<file path="config.mk">
export PLATFORM = sky130hd
export DESIGN_NAME = idex_operand_stage
export DESIGN_NICKNAME = d
export VERILOG_FILES = /design/src/rtl/idex_operand_stage.sv
export SDC_FILE = /design/constraint.sdc
export NUM_CORES = 1
export LEC_CHECK = 0
export BUFFER_PORTS_ARGS = -buffer_cell sky130_fd_sc_hd__buf_4
export CAP_MARGIN = 20
export CORE_AREA = 2 2 134 136
export CTS_CLUSTER_DIAMETER = 80
export DETAILED_ROUTE_END_ITERATION = 7
export DIE_AREA = 0 0 136 138
export PLACE_DENSITY = 0.77
export SLEW_MARGIN = 10
export SYNTH_ARGS = -nofsm -noshare
export SYNTH_HDL_FRONTEND = slang
export SYNTH_SLANG_ARGS = --single-unit
</file>
<file path="constraint.sdc">
create_clock -name clk -period 2.5 [get_ports clk]
set_input_delay 0.125 -clock clk [delete_from_list [all_inputs] [get_ports clk]]
set_output_delay 0.125 -clock clk [all_outputs]
set_load 0.05 [all_outputs]
</file>
<file path="src/rtl/idex_operand_stage.sv">
// ID/EX pipeline register with EX-side operand forwarding and load-use stall detection.
// Bubbles (flush/stall) are captured in place of the decode slot; there is no register enable.
module idex_operand_stage #(
    parameter int XLEN  = 32,
    parameter int RF_AW = 5
) (
    input  logic             clk,
    input  logic             rst,
    input  logic             id_valid,
    input  logic [XLEN-1:0]  id_pc,
    input  logic [XLEN-1:0]  id_rs1_data,
    input  logic [XLEN-1:0]  id_rs2_data,
    input  logic [XLEN-1:0]  id_imm,
    input  logic [RF_AW-1:0] id_rs1_addr,
    input  logic [RF_AW-1:0] id_rs2_addr,
    input  logic [RF_AW-1:0] id_rd_addr,
    input  logic             id_use_rs1,
    input  logic             id_use_rs2,
    input  logic             id_rd_wren,
    input  logic             id_is_load,
    input  logic [3:0]       id_alu_op,
    input  logic             id_opa_sel,
    input  logic             id_opb_sel,
    input  logic             flush,
    input  logic             mem_valid,
    input  logic             mem_rd_wren,
    input  logic [RF_AW-1:0] mem_rd_addr,
    input  logic [XLEN-1:0]  mem_fwd_data,
    input  logic             wb_valid,
    input  logic             wb_rd_wren,
    input  logic [RF_AW-1:0] wb_rd_addr,
    input  logic [XLEN-1:0]  wb_fwd_data,
    output logic             stall,
    output logic [XLEN-1:0]  operand_a,
    output logic [XLEN-1:0]  operand_b,
    output logic [3:0]       alu_op,
    output logic             ex_valid,
    output logic             ex_rd_wren,
    output logic             ex_is_load,
    output logic [RF_AW-1:0] ex_rd_addr,
    output logic [XLEN-1:0]  ex_store_data
);

    logic [XLEN-1:0]  r_pc;
    logic [XLEN-1:0]  r_rs1_data;
    logic [XLEN-1:0]  r_rs2_data;
    logic [XLEN-1:0]  r_imm;
    logic [RF_AW-1:0] r_rs1_addr;
    logic [RF_AW-1:0] r_rs2_addr;
    logic [RF_AW-1:0] r_rd_addr;
    logic             r_use_rs1;
    logic             r_use_rs2;
    logic             r_rd_wren;
    logic             r_is_load;
    logic [3:0]       r_alu_op;
    logic             r_opa_sel;
    logic             r_opb_sel;
    logic             r_valid;

    logic             w_load_hit;
    logic             w_stall;
    logic             w_bubble;
    logic             w_mem_ok;
    logic             w_wb_ok;
    logic             w_rs1_mem;
    logic             w_rs1_wb;
    logic             w_rs2_mem;
    logic             w_rs2_wb;
    logic [XLEN-1:0]  w_fwd_rs1;
    logic [XLEN-1:0]  w_fwd_rs2;

    // Only a load sitting in EX can cause a stall; one bubble moves it to WB for the consumer.
    assign w_load_hit = (id_use_rs1 && (id_rs1_addr == r_rd_addr)) ||
                        (id_use_rs2 && (id_rs2_addr == r_rd_addr));
    assign w_stall    = id_valid && r_valid && r_is_load && r_rd_wren &&
                        (r_rd_addr != '0) && w_load_hit;
    assign stall      = w_stall && !flush;
    assign w_bubble   = flush || w_stall;

    always_ff @(posedge clk) begin
        if (rst || w_bubble) begin
            r_pc       <= '0;
            r_rs1_data <= '0;
            r_rs2_data <= '0;
            r_imm      <= '0;
            r_rs1_addr <= '0;
            r_rs2_addr <= '0;
            r_rd_addr  <= '0;
            r_use_rs1  <= 1'b0;
            r_use_rs2  <= 1'b0;
            r_rd_wren  <= 1'b0;
            r_is_load  <= 1'b0;
            r_alu_op   <= 4'b0000;
            r_opa_sel  <= 1'b0;
            r_opb_sel  <= 1'b0;
            r_valid    <= 1'b0;
        end else begin
            r_pc       <= id_pc;
            r_rs1_data <= id_rs1_data;
            r_rs2_data <= id_rs2_data;
            r_imm      <= id_imm;
            r_rs1_addr <= id_rs1_addr;
            r_rs2_addr <= id_rs2_addr;
            r_rd_addr  <= id_rd_addr;
            r_use_rs1  <= id_use_rs1;
            r_use_rs2  <= id_use_rs2;
            r_rd_wren  <= id_rd_wren;
            r_is_load  <= id_is_load;
            r_alu_op   <= id_alu_op;
            r_opa_sel  <= id_opa_sel;
            r_opb_sel  <= id_opb_sel;
            r_valid    <= id_valid;
        end
    end

    // x0 is never a forwarding source; a bubble in EX keeps its raw (zero) operands.
    assign w_mem_ok  = r_valid && mem_valid && mem_rd_wren && (mem_rd_addr != '0);
    assign w_wb_ok   = r_valid && wb_valid && wb_rd_wren && (wb_rd_addr != '0);
    assign w_rs1_mem = w_mem_ok && r_use_rs1 && (mem_rd_addr == r_rs1_addr);
    assign w_rs1_wb  = w_wb_ok  && r_use_rs1 && (wb_rd_addr == r_rs1_addr);
    assign w_rs2_mem = w_mem_ok && r_use_rs2 && (mem_rd_addr == r_rs2_addr);
    assign w_rs2_wb  = w_wb_ok  && r_use_rs2 && (wb_rd_addr == r_rs2_addr);

    assign w_fwd_rs1 = w_rs1_mem ? mem_fwd_data :
                       w_rs1_wb  ? wb_fwd_data  : r_rs1_data;
    assign w_fwd_rs2 = w_rs2_mem ? mem_fwd_data :
                       w_rs2_wb  ? wb_fwd_data  : r_rs2_data;

    assign operand_a     = r_opa_sel ? r_pc  : w_fwd_rs1;
    assign operand_b     = r_opb_sel ? r_imm : w_fwd_rs2;
    assign ex_store_data = w_fwd_rs2;
    assign alu_op        = r_alu_op;
    assign ex_valid      = r_valid;
    assign ex_rd_wren    = r_rd_wren;
    assign ex_is_load    = r_is_load;
    assign ex_rd_addr    = r_rd_addr;

endmodule
</file>
Word level (Yosys, flattened, before mapping):

Index checks and enable logic that the tools add are counted.

* memory bits (writable): 0
* latch bits: 0
* input bits: 235
* memory bits (read-only): 0
* memories: 0
* register bits: 154

* eq/ne operators: 6
* add/subtract/negate cells: 0
* multiply operators: 0
* divide/modulo/power cells: 0
* magnitude comparators: 0
* multiplexer cells: 6
* bitwise gates (word level): 0
* reduce and logical (&&, ||, !) cells: 29
* shift-type cells: 0

Operators with widths (count)
* $mux 32: 6
* $eq 5x5->1: 6
* $logic_and 1x1->1: 22
* $reduce_bool 5->1: 3
* $logic_or 1x1->1: 3
* $logic_not 1->1: 1

Logic depth before layout (Yosys ltp):

Gate-level depths: netlist of run 1.

* word-level depth: 8
* gate-level depth with buffers: 7
* depth with buffers taken out: 5

Least setup slack after synthesis of run 1:

OpenSTA, ideal clock, no wires.

* path kind: register -> output
* start point: register r_valid, in the netlist ex_valid
* end point: output operand_b[1]
* required time: 2375 ps
* path slack: -411 ps
* arrival: 2786 ps
* stages on the path, launching flop included: 5
* cell sequence: dfxtp_1 -> o2111ai_4 -> nor3_4 -> a221oi_1 -> o31ai_1

* cells in the longest elaborated chain, start to end: 8

RTL lines
* start, declared: RTL line 58 `logic r_valid;`
* start signal, assigned: RTL line 112 `r_valid <= id_valid;`
* $logic_and 1x1->1 (3 in series): RTL line 118 `assign w_wb_ok = r_valid && wb_valid && wb_rd_wren && (wb_rd_addr != '0);`
* $logic_and 1x1->1 (2 in series): RTL line 122 `assign w_rs2_wb = w_wb_ok && r_use_rs2 && (wb_rd_addr == r_rs2_addr);`
* $mux 32: RTL line 127 `w_rs2_wb ? wb_fwd_data : r_rs2_data;`
* $mux 32 *: RTL line 126 `assign w_fwd_rs2 = w_rs2_mem ? mem_fwd_data :`
* $mux 32 *: RTL line 130 `assign operand_b = r_opb_sel ? r_imm : w_fwd_rs2;`
* end, declared: RTL line 35 `output logic [XLEN-1:0] operand_b,`

Every way passes the cells marked *; elsewhere a longest branch is shown, timed or not.

Final worst setup path of run 1:

* start point: register r_rs2_addr[4]
* end point: output ex_store_data[11]

* cells in the longest elaborated chain, start to end: 4

RTL lines
* start, declared: RTL line 49 `logic [RF_AW-1:0] r_rs2_addr;`
* start signal, assigned: RTL line 103 `r_rs2_addr <= id_rs2_addr;`
* $eq 5x5->1: RTL line 122
* $logic_and 1x1->1: RTL line 122
* $mux 32: RTL line 127
* $mux 32 *: RTL line 126
* end, declared: RTL line 41 `output logic [XLEN-1:0] ex_store_data`

Marked as above.

==> impl_metrics.json, run 1 <==
{
  "hpwl_um": 18500,
  "grt_max_degree": 82,
  "die_area_um2": 18800,
  "grt_pass1_wl_um": 43800,
  "min_period_ps": 2680,
  "cts.htree.levels": 4,
  "core_area_um2": 17500,
  "cts.sinks": 154,
  "nNetsFinal": 1501,
  "place_congestion": 0.865,
  "p_sw_mw": 1.90,
  "status": "finished with violations",
  "avgViaCountPerCell": 5.28,
  "cts_buffers": 17,
  "ff2ff_setup_slack_ps": 330,
  "clock_latency_ps": 420,
  "boundaryPins": 344,
  "synth_top_family_by_area": "simple AND/OR/NAND/NOR gates",
  "reg2regPathDepth": 7,
  "fp-row-count": 49,
  "die_width_um": 136,
  "syn2layout_area_growth_pct": 83.1,
  "start_util_pct": 39.8,
  "synth.distinct_cells": 30,
  "io_buffers": 343,
  "worstReg2RegEnd": "r_imm[13]",
  "hold_start": "rst",
  "p_total_mw": 6.97,
  "grt_usage_pct": 30.3,
  "seqPwrFrac_pct": 37.5,
  "worstPathMaxFanout": 8,
  "skew_ps": 10.3,
  "p_leak_nw": 5.59,
  "synthCells": 774,
  "netlist_area_um2": 6980,
  "swShare_pct": 27.2,
  "wire_per_inst_um": 20.2,
  "critical_path.startpoint_type": "flip-flop",
  "arrival_ps": 2550,
  "dr.first_iter.drc_count": 494,
  "maxCapViolations": 0,
  "overflow": 0,
  "hold_viol": 0,
  "finalMaxSlewViolations": 0,
  "drcViolationCount": 0,
  "p_int_mw": 5.08,
  "synthMuxAreaShare_pct": 0,
  "ant_nets": 0,
  "relSlewSlack_pct": 54.8,
  "synthXorXnorAreaFrac_pct": 3.51,
  "synth_seq_cells": 154,
  "first_pass_iters": 5,
  "clockBufferDepth": 2,
  "grt_pass1_vias": 8221,
  "hp-class": "primary input to flip-flop",
  "cts_tree": "built",
  "synthAdderAreaFrac_pct": 0,
  "endpoint_kind": "primary output",
  "finalSetupViolCount": 62,
  "pwr_density_cell_nw_per_um2": 545,
  "worst_slew_pin_slew_ps": 678,
  "fp.dieH_um": 138,
  "combPwrFrac_pct": 21.2,
  "ir_drop_v": 0.000473,
  "finalWirelength_um": 30500,
  "max_freq_mhz": 374,
  "hold_path_depth": 4,
  "seq_area_frac_synth_pct": 44.1,
  "critical_path_class": "flip-flop to primary output",
  "num_vias": 7966,
  "cts-root-buf": "clkbuf_16",
  "holdWs_ps": 409,
  "rsz0062_at_grt": "true",
  "fin_cells": 1509,
  "post-route-period-util_pct": 107,
  "synth_fp_nets": 1009,
  "clk_pin_slew_ps": 60,
  "reg2reg_from": "ex_valid",
  "violations": "setup timing",
  "synth-simple-area-share_pct": 27.6,
  "place_inst": 1316,
  "antenna_found_initial": 0,
  "drive_gt1_share_pct": 40.0,
  "setup_slack_ps": -177,
  "avgSynthCellArea_um2": 9.02,
  "hold_end": "ex_rd_addr[4]",
  "synth-compound-area-share_pct": 19.0,
  "final_util_pct": 72.9,
  "p_clk_share_pct": 41.3,
  "cp.required_ps": 2380,
  "synth_warnings": 0,
  "dp_slack_ps": -101
}
cell usage after synthesis:
master	number	area, um^2
a221oi_4	1	26.3
nor2_1	54	203
a221oi_1	2	17.5
a21oi_1	18	90.1
a221oi_2	29	435
nor3_1	19	95.1
buf_4	8	60.1
a31oi_1	32	200
o31ai_2	15	188
inv_1	16	60.1
nor3_4	1	16.3
a22oi_1	15	113
and3_1	32	200
and2_1	156	976
nand4_1	7	43.8
clkbuf_1	35	131
or4_4	1	11.3
or4_1	4	30.0
or3_1	1	6.26
xnor2_1	28	245
a211oi_2	1	12.5
nor2_4	1	11.3
o2111ai_4	1	26.3
o31ai_1	2	15.0
o22ai_1	33	206
nand2_1	89	334
buf_6	6	67.6
buf_2	12	60.1
dfxtp_1	154	3080
buf_12	1	20.0
power by group through the flow:
stage               Combinational (mW)  Clock (mW)  Sequential [mW]
global placement                  1.17           0             2.65
detailed placement                1.18           0             2.66
floorplan                        0.622           0             2.66
global route                      1.54        2.99             2.62
CTS                               1.41        2.89             2.61
finish                            1.48        2.88             2.61
cell usage in the layout (no fill, tap or decap), drive strengths merged:
cell	netlist	layout
nor2	55	55
or4	5	5
bufinv	0	5
o22ai	33	33
buf	27	380
diode	0	1
clkinvlp	0	1
and3	32	32
o2111ai	1	1
o31ai	17	17
and2	156	156
a21oi	18	18
xnor2	28	28
nand2	89	89
nand4	7	7
a211oi	1	1
a31oi	32	32
dlygate4sd3	0	154
clkinv	0	4
inv	16	19
clkbuf	35	20
nor3	20	20
a221oi	32	32
dfxtp	154	154
a22oi	15	15
or3	1	1
repair_timing:
| item | 4_1_cts | 5_1_grt |
|---|---|---|
| setup buffers | 4 | 1 |
| setup endpoints to repair | 64 | 88 |
| endpoints found under the hold margin | 154 | 0 |
| pin swaps | 12 | 45 |
| gates cloned | 0 | 1 |
| resized for setup | 51 | 72 |
| hold buffers | 154 | 0 |
metrics by stage:
stage / area, um^2 / setup TNS (ps)
final: 12800 / -6260
after CTS: 12400 / -6050
after global placement: 9940 / -231
after floorplan: 7080 / 0
after detailed placement: 9940 / -894
after global routing: 12800 / -10220
how the worst max path moves through the flow:
stage / to / startpoint / slack (ps) / cells after the start
3_5_place_dp: operand_b[9] / r_rs2_addr[2] / -100 / 7
3_3_place_gp: operand_b[9] / r_rs2_addr[2] / -70 / 7
4_1_cts: operand_b[19] / r_rs2_addr[4] / -150 / 8
5_1_grt: ex_store_data[19] / r_rs2_addr[4] / -240 / 8
2_1_floorplan: ex_store_data[10] / ex_valid / 80 / 5
6_report: ex_store_data[11] / r_rs2_addr[4] / -180 / 8
layout make-up:
cell class              count  area, um^2
diodes                      1        2.50
clock buffers              19         433
clock inverters            13         215
fillers                  1121        4750
inverters                  16        60.1
multi-input cells         542        3990
flip-flops and latches    154        3090
well taps                 229         287
repair buffers            535        4710
registers in the layout, summed over array words and instances (netlist names):
name	flops
r_use_rs2	1
ex_rd_addr	5
r_imm	32
r_rs1_addr	5
ex_valid	1
r_pc	32
r_use_rs1	1
r_opa_sel	1
ex_rd_wren	1
r_opb_sel	1
r_rs1_data	32
r_rs2_data	32
ex_is_load	1
alu_op	4
r_rs2_addr	5
kinds of logic after synthesis:
family | after synthesis
flops | 154
xor+xnor | 28
buf+inv | 78
compound gates | 149
simple gates | 365
metal layers:
metal,part of all wire (%),track usage (%),wire length [um]
met3,8.0,6.53,2440
met1,37,33.8,11200
met5,0,0,0
met2,51,53.6,15500
met4,4.2,15.2,1290
critical path, cell delays in order (launching register included):
cell	delay, ps
dfxtp_2	350
buf_6	110
and2_4	130
a21oi_2	40
or4_4	610
buf_12	190
a221oi_4	390
nor2_1	120
buf_6	170
Note: power is estimated with default switching activity, not from simulation.
==> run 2: changes to the inputs <==
--- a/config.mk
+++ b/config.mk
@@ -6,13 +6,13 @@
 export NUM_CORES = 1
 export LEC_CHECK = 0
 export BUFFER_PORTS_ARGS = -buffer_cell sky130_fd_sc_hd__buf_4
-export CAP_MARGIN = 20
 export CORE_AREA = 2 2 134 136
 export CTS_CLUSTER_DIAMETER = 80
 export DETAILED_ROUTE_END_ITERATION = 7
 export DIE_AREA = 0 0 136 138
+export GPL_TIMING_DRIVEN = 0
 export PLACE_DENSITY = 0.77
-export SLEW_MARGIN = 10
+export SLEW_MARGIN = 20
 export SYNTH_ARGS = -nofsm -noshare
 export SYNTH_HDL_FRONTEND = slang
 export SYNTH_SLANG_ARGS = --single-unit
==> run 2 against run 1 <==
The run still ends with setup timing left. Combinational power rose by 5%. Largest power group unchanged. Clock skew barely moved. Count of clock-buffer cells in the layout rose by 1. Final cell count rose by 2.7%. Clock power fell by 2%. Global-route usage rose by 4.3 points. Core utilization rose by 2.8 points. Largest cell class unchanged. Setup slack got worse by 70 ps. Critical path depth did not move.
==> impl_metrics.json, run 2 (synthesized netlist as in run 1, its figures left out) <==
{
  "wl_met3_um": 2900,
  "drcViolationCount": 0,
  "place_congestion": 0.916,
  "die_area_um2": 18800,
  "hold_viol": 0,
  "layout_commonest_cell": "buf_4",
  "cts.sinks": 154,
  "rsz0062_at_grt": "true",
  "p_clk_share_pct": 40.4,
  "maxCapViolations": 0,
  "min_period_ps": 2750,
  "p_int_mw": 5.03,
  "ir_drop_v": 0.000480,
  "grt_max_degree": 17,
  "final_cell_mix": "301 x buf_4, 156 x and2_1, 154 x dlygate4sd3_1",
  "grt_pass1_wl_um": 49300,
  "seq_area_um2": 3100,
  "violations": "setup timing",
  "fp-row-count": 49,
  "cts_tree": "built",
  "p_leak_nw": 5.76,
  "cts_buffers": 17,
  "path_buf_inv": 3,
  "syn2layout_area_growth_pct": 90.1,
  "finalMaxSlewViolations": 0,
  "skew_ps": 10.7,
  "ant_nets": 0,
  "drive_gt1_share_pct": 42.4,
  "cts.htree.levels": 4,
  "slowest_stage": "or4_4",
  "critical_path_class": "flip-flop to primary output",
  "core_area_um2": 17500,
  "start_util_pct": 39.8,
  "status": "finished with violations",
  "place_inst": 1346,
  "io_buffers": 343,
  "die_width_um": 136,
  "seqPwrFrac_pct": 37.3,
  "fill_cells": 1131,
  "reg2reg_from": "ex_rd_addr[4]",
  "reg2regPathDepth": 7,
  "fin_cells": 1550,
  "dr.first_iter.drc_count": 534,
  "path_delay_family": "simple AND/OR/NAND/NOR gates",
  "hold_start": "rst",
  "hold_end": "ex_valid",
  "ff2ff_setup_slack_ps": 220,
  "finalWirelength_um": 33800,
  "overflow": 0,
  "critical_path.startpoint_type": "flip-flop",
  "wire_per_inst_um": 21.8,
  "worst_slew_pin_slew_ps": 694,
  "cp.required_ps": 2380,
  "worst_path_largest_cell_delay_ps": 530,
  "hp-class": "primary input to flip-flop",
  "num_vias": 8368,
  "clk_pin_slew_ps": 70,
  "m1WireLength_um": 12400,
  "max_freq_mhz": 364,
  "worstReg2RegEnd": "r_imm[26]",
  "grt_pass1_vias": 8884,
  "hold_path_depth": 4,
  "worstPathCellList": "xnor2_2 -> nand4_1 -> or4_4 -> buf_12 -> buf_12 -> a221oi_4 -> o31ai_4 -> buf_6",
  "worstPathMaxFanout": 7,
  "clock_latency_ps": 430,
  "antenna_found_initial": 1,
  "final_util_pct": 75.7,
  "clockBufferDepth": 2,
  "tns_ps": -8080,
  "nNetsFinal": 1541,
  "relSlewSlack_pct": 53.7,
  "endpoint_kind": "primary output",
  "post-route-period-util_pct": 110,
  "arrival_ps": 2620,
  "combPwrFrac_pct": 22.3,
  "first_pass_iters": 6,
  "cts-root-buf": "clkbuf_16",
  "pwr_density_cell_nw_per_um2": 527,
  "setup_slack_ps": -247,
  "hpwl_um": 21800,
  "grt_usage_pct": 34.6,
  "swShare_pct": 28.1,
  "path_common_cell": "buf_12",
  "multi_input_area_um2": 4200,
  "p_sw_mw": 1.97,
  "finalSetupViolCount": 64,
  "wl_met2_um": 17000,
  "fp.dieH_um": 138,
  "boundaryPins": 344,
  "avgViaCountPerCell": 5.40,
  "top_layer": "met4"
}
run 2: changes by cell type in the layout (fill, tap and decap cells not counted), sizes merged:
cell / before / now
clkbuf: 20 / 50
bufinv: 5 / 4
diode: 1 / 2
buf: 380 / 391
clkinvlp: 1 / 2
inv: 19 / 20
clkinv: 4 / 2
run 2: final cells by class:
type	count	share of cell area (%)
clock inverter	12	1.40
clock buffer	20	3.37
sequential	154	23.4
inverter	16	0.452
buffer	59	3.24
tap	229	2.16
antenna	2	0.0377
multi-input combinational	542	31.6
timing repair buffer	516	34.3
run 2: worst max-delay path by stage:
stage	start	end	cells after the start
2_1_floorplan	ex_valid	ex_store_data[10]	5
3_3_place_gp	r_rs2_addr[0]	operand_b[2]	7
3_5_place_dp	r_rs2_addr[0]	operand_b[30]	7
4_1_cts	r_rs2_addr[3]	operand_b[11]	8
5_1_grt	r_rs2_addr[3]	operand_b[11]	8
6_report	r_rs2_addr[2]	operand_b[11]	8
run 2: power by group through the flow:
stage               registers, mW  clock network, mW  logic, mW
floorplan                    2.66                  0      0.622
global placement             2.65                  0       1.20
detailed placement           2.65                  0       1.21
CTS                          2.60               2.84       1.48
global route                 2.61               2.94       1.62
finish                       2.61               2.83       1.56
run 2: metal layers:
metal | track usage [%] | up-vias
li1 | - | 3729
met2 | 59.9 | 531
met5 | 0 | -
met1 | 38.4 | 3978
met4 | 17.9 | 0
met3 | 9.39 | 130
run 2: worst min-delay path, stage by stage:
cell and delay (ps):
buf_4 90, a211oi_4 50, buf_4 180, and2_1 160
run 2: timing repair:
action	in CTS	in global routing
gates cloned	2	0
setup buffers	10	7
pin swaps	78	30
endpoints found under the setup margin	146	134
hold buffers	154	0
resized for setup	134	81
hold endpoints to repair	154	0
run 2: metrics by stage:
stage	hold slack [ps]	cell area, um^2	setup slack (ps)	total power, mW
2_1_floorplan	247	7080	79.9	3.29
3_3_place_gp	326	9940	-477	3.84
3_5_place_dp	329	9940	-444	3.86
4_1_cts	246	12900	-158	6.92
5_1_grt	212	13300	-310	7.18
6_report	201	13300	-247	7.00
==> run 3: changes to the inputs <==
==> constraint.sdc (replaced) <==
create_clock -name clk -period 2.61 [get_ports clk]
set_input_delay 0.1305 -clock clk [delete_from_list [all_inputs] [get_ports clk]]
set_output_delay 0.1305 -clock clk [all_outputs]
set_load 0.05 [all_outputs]
==> run 3 against run 2 <==
The run still ends with setup timing left. Setup slack improved by 170 ps. Combinational power shrank 6%. Die area unchanged. Clock power decreased by 17%. Count of clock-buffer cells in the layout shrank 1. Sequential share of layout area grew 0.49 points. Sequential power shrank 4%. First-iteration DRC count is 2.1% lower. Hold slack better by 85 ps. Critical endpoint is now operand_b[16]. Largest power group is now registers.
==> impl_metrics.json, run 3 (synthesized netlist as in run 1, its figures left out) <==
{
  "cts_tree": "built",
  "start_util_pct": 39.8,
  "grt_max_degree": 17,
  "p_clk_share_pct": 37.4,
  "layout_commonest_cell": "buf_4",
  "ir_drop_v": 0.000465,
  "setup_slack_ps": -75.6,
  "critical_path_class": "flip-flop to primary output",
  "fp.dieH_um": 138,
  "overflow": 0,
  "place_area_um2": 10000,
  "clockBufferDepth": 2,
  "hold_start": "rst",
  "drive_gt1_share_pct": 42.2,
  "grt_pass1_vias": 8615,
  "cts-root-buf": "clkbuf_16",
  "hpwl_um": 21800,
  "syn2layout_area_growth_pct": 85.9,
  "finalWirelength_um": 33100,
  "nNetsFinal": 1544,
  "cts.htree.levels": 4,
  "cp.required_ps": 2480,
  "stdcell_area_um2": 13000,
  "grt_usage_pct": 34.4,
  "clock_latency_ps": 440,
  "violations": "setup timing",
  "combPwrFrac_pct": 23.1,
  "p_leak_nw": 5.63,
  "boundaryPins": 344,
  "min_period_ps": 2690,
  "reg2reg_from": "ex_rd_addr[1]",
  "clk_pin_slew_ps": 70,
  "num_vias": 8300,
  "first_pass_iters": 5,
  "worstPathMaxFanout": 10,
  "max_freq_mhz": 372,
  "cts.sinks": 154,
  "ant_nets": 0,
  "fp-row-count": 49,
  "final_cell_mix": "320 x buf_4, 156 x and2_1, 154 x dlygate4sd3_1",
  "arrival_ps": 2560,
  "cts_buffers": 17,
  "ff2ff_setup_slack_ps": 150,
  "io_buffers": 343,
  "hold_viol": 0,
  "swShare_pct": 30.1,
  "tns_ps": -1270,
  "core_area_um2": 17500,
  "seqPwrFrac_pct": 39.5,
  "dp_slack_ps": -406,
  "holdWs_ps": 286,
  "avgViaCountPerCell": 5.35,
  "dr.first_iter.drc_count": 523,
  "p_int_mw": 4.42,
  "die_area_um2": 18800,
  "pwr_density_cell_nw_per_um2": 487,
  "rsz0062_at_grt": "true",
  "place_congestion": 0.830,
  "worst_slew_pin_slew_ps": 627,
  "antenna_found_initial": 1,
  "wire_per_inst_um": 21.3,
  "status": "finished with violations",
  "finalMaxSlewViolations": 0,
  "endpoint_kind": "primary output",
  "critical_path.startpoint_type": "flip-flop",
  "post-route-period-util_pct": 103,
  "crit_start": "r_rs2_addr[0]",
  "maxCapViolations": 0,
  "die_width_um": 136,
  "p_sw_mw": 1.90,
  "final_util_pct": 74.0,
  "hp-class": "primary input to flip-flop",
  "skew_ps": 13.2,
  "relSlewSlack_pct": 58.1,
  "finalSetupViolCount": 46,
  "drcViolationCount": 0,
  "grt_pass1_wl_um": 48700
}
## run 3: critical path, stage by stage (launching register included)
cell and delay [ps]:
dfxtp_2 360, xnor2_2 110, nand4_1 150, or4_4 520
buf_12 170, buf_4 200, a22oi_2 290, a221oi_2 120
buf_6 190
## run 3: area by class of cell
| class | count | area [um^2] |
|---|---|---|
| fill | 1169 | 4550 |
| timing repair buffer | 518 | 4510 |
| multi-input combinational | 542 | 4090 |
| sequential | 154 | 3100 |
| clock buffer | 19 | 443 |
| buffer | 60 | 387 |
| tap | 229 | 287 |
| clock inverter | 13 | 109 |
| inverter | 16 | 60.1 |
| antenna | 1 | 2.50 |
## run 3: path summary, 6_finish.rpt
check,end,cells after the start
max,operand_b[16],8
min,ex_valid,4
max reg2reg,r_rs2_data[19],7
min reg2reg,ex_valid,5
## run 3: per-layer routing
layer / up-vias / wire [um] / global-route usage [%]
met5: - / 0 / 0
met4: 0 / 1670 / 18.1
met3: 134 / 2650 / 7.81
met2: 506 / 16200 / 58.7
met1: 3916 / 12500 / 39.7
li1: 3744 / - / -
## run 3: metrics by stage
stage	std cells	total power, mW
3_3_place_gp	1346	3.69
4_1_cts	1549	6.26
3_5_place_dp	1346	3.70
6_report	1552	6.32
2_1_floorplan	774	3.15
5_1_grt	1552	6.48
## run 3: power by group through the flow
stage	clock, mW	combinational, mW	sequential, mW
final	2.36	1.46	2.50
after global routing	2.45	1.53	2.50
after CTS	2.36	1.41	2.49
after detailed placement	0	1.16	2.54
after global placement	0	1.15	2.54
after floorplan	0	0.601	2.55
## run 3: repair_timing
action / CTS / global route
buffers inserted: 16 / 3
hold endpoints to repair: 154 / 0
endpoints found under the setup margin: 128 / 102
cloned: 2 / 0
pin swaps: 47 / 23
hold buffers: 154 / 0
resized for setup: 115 / 51
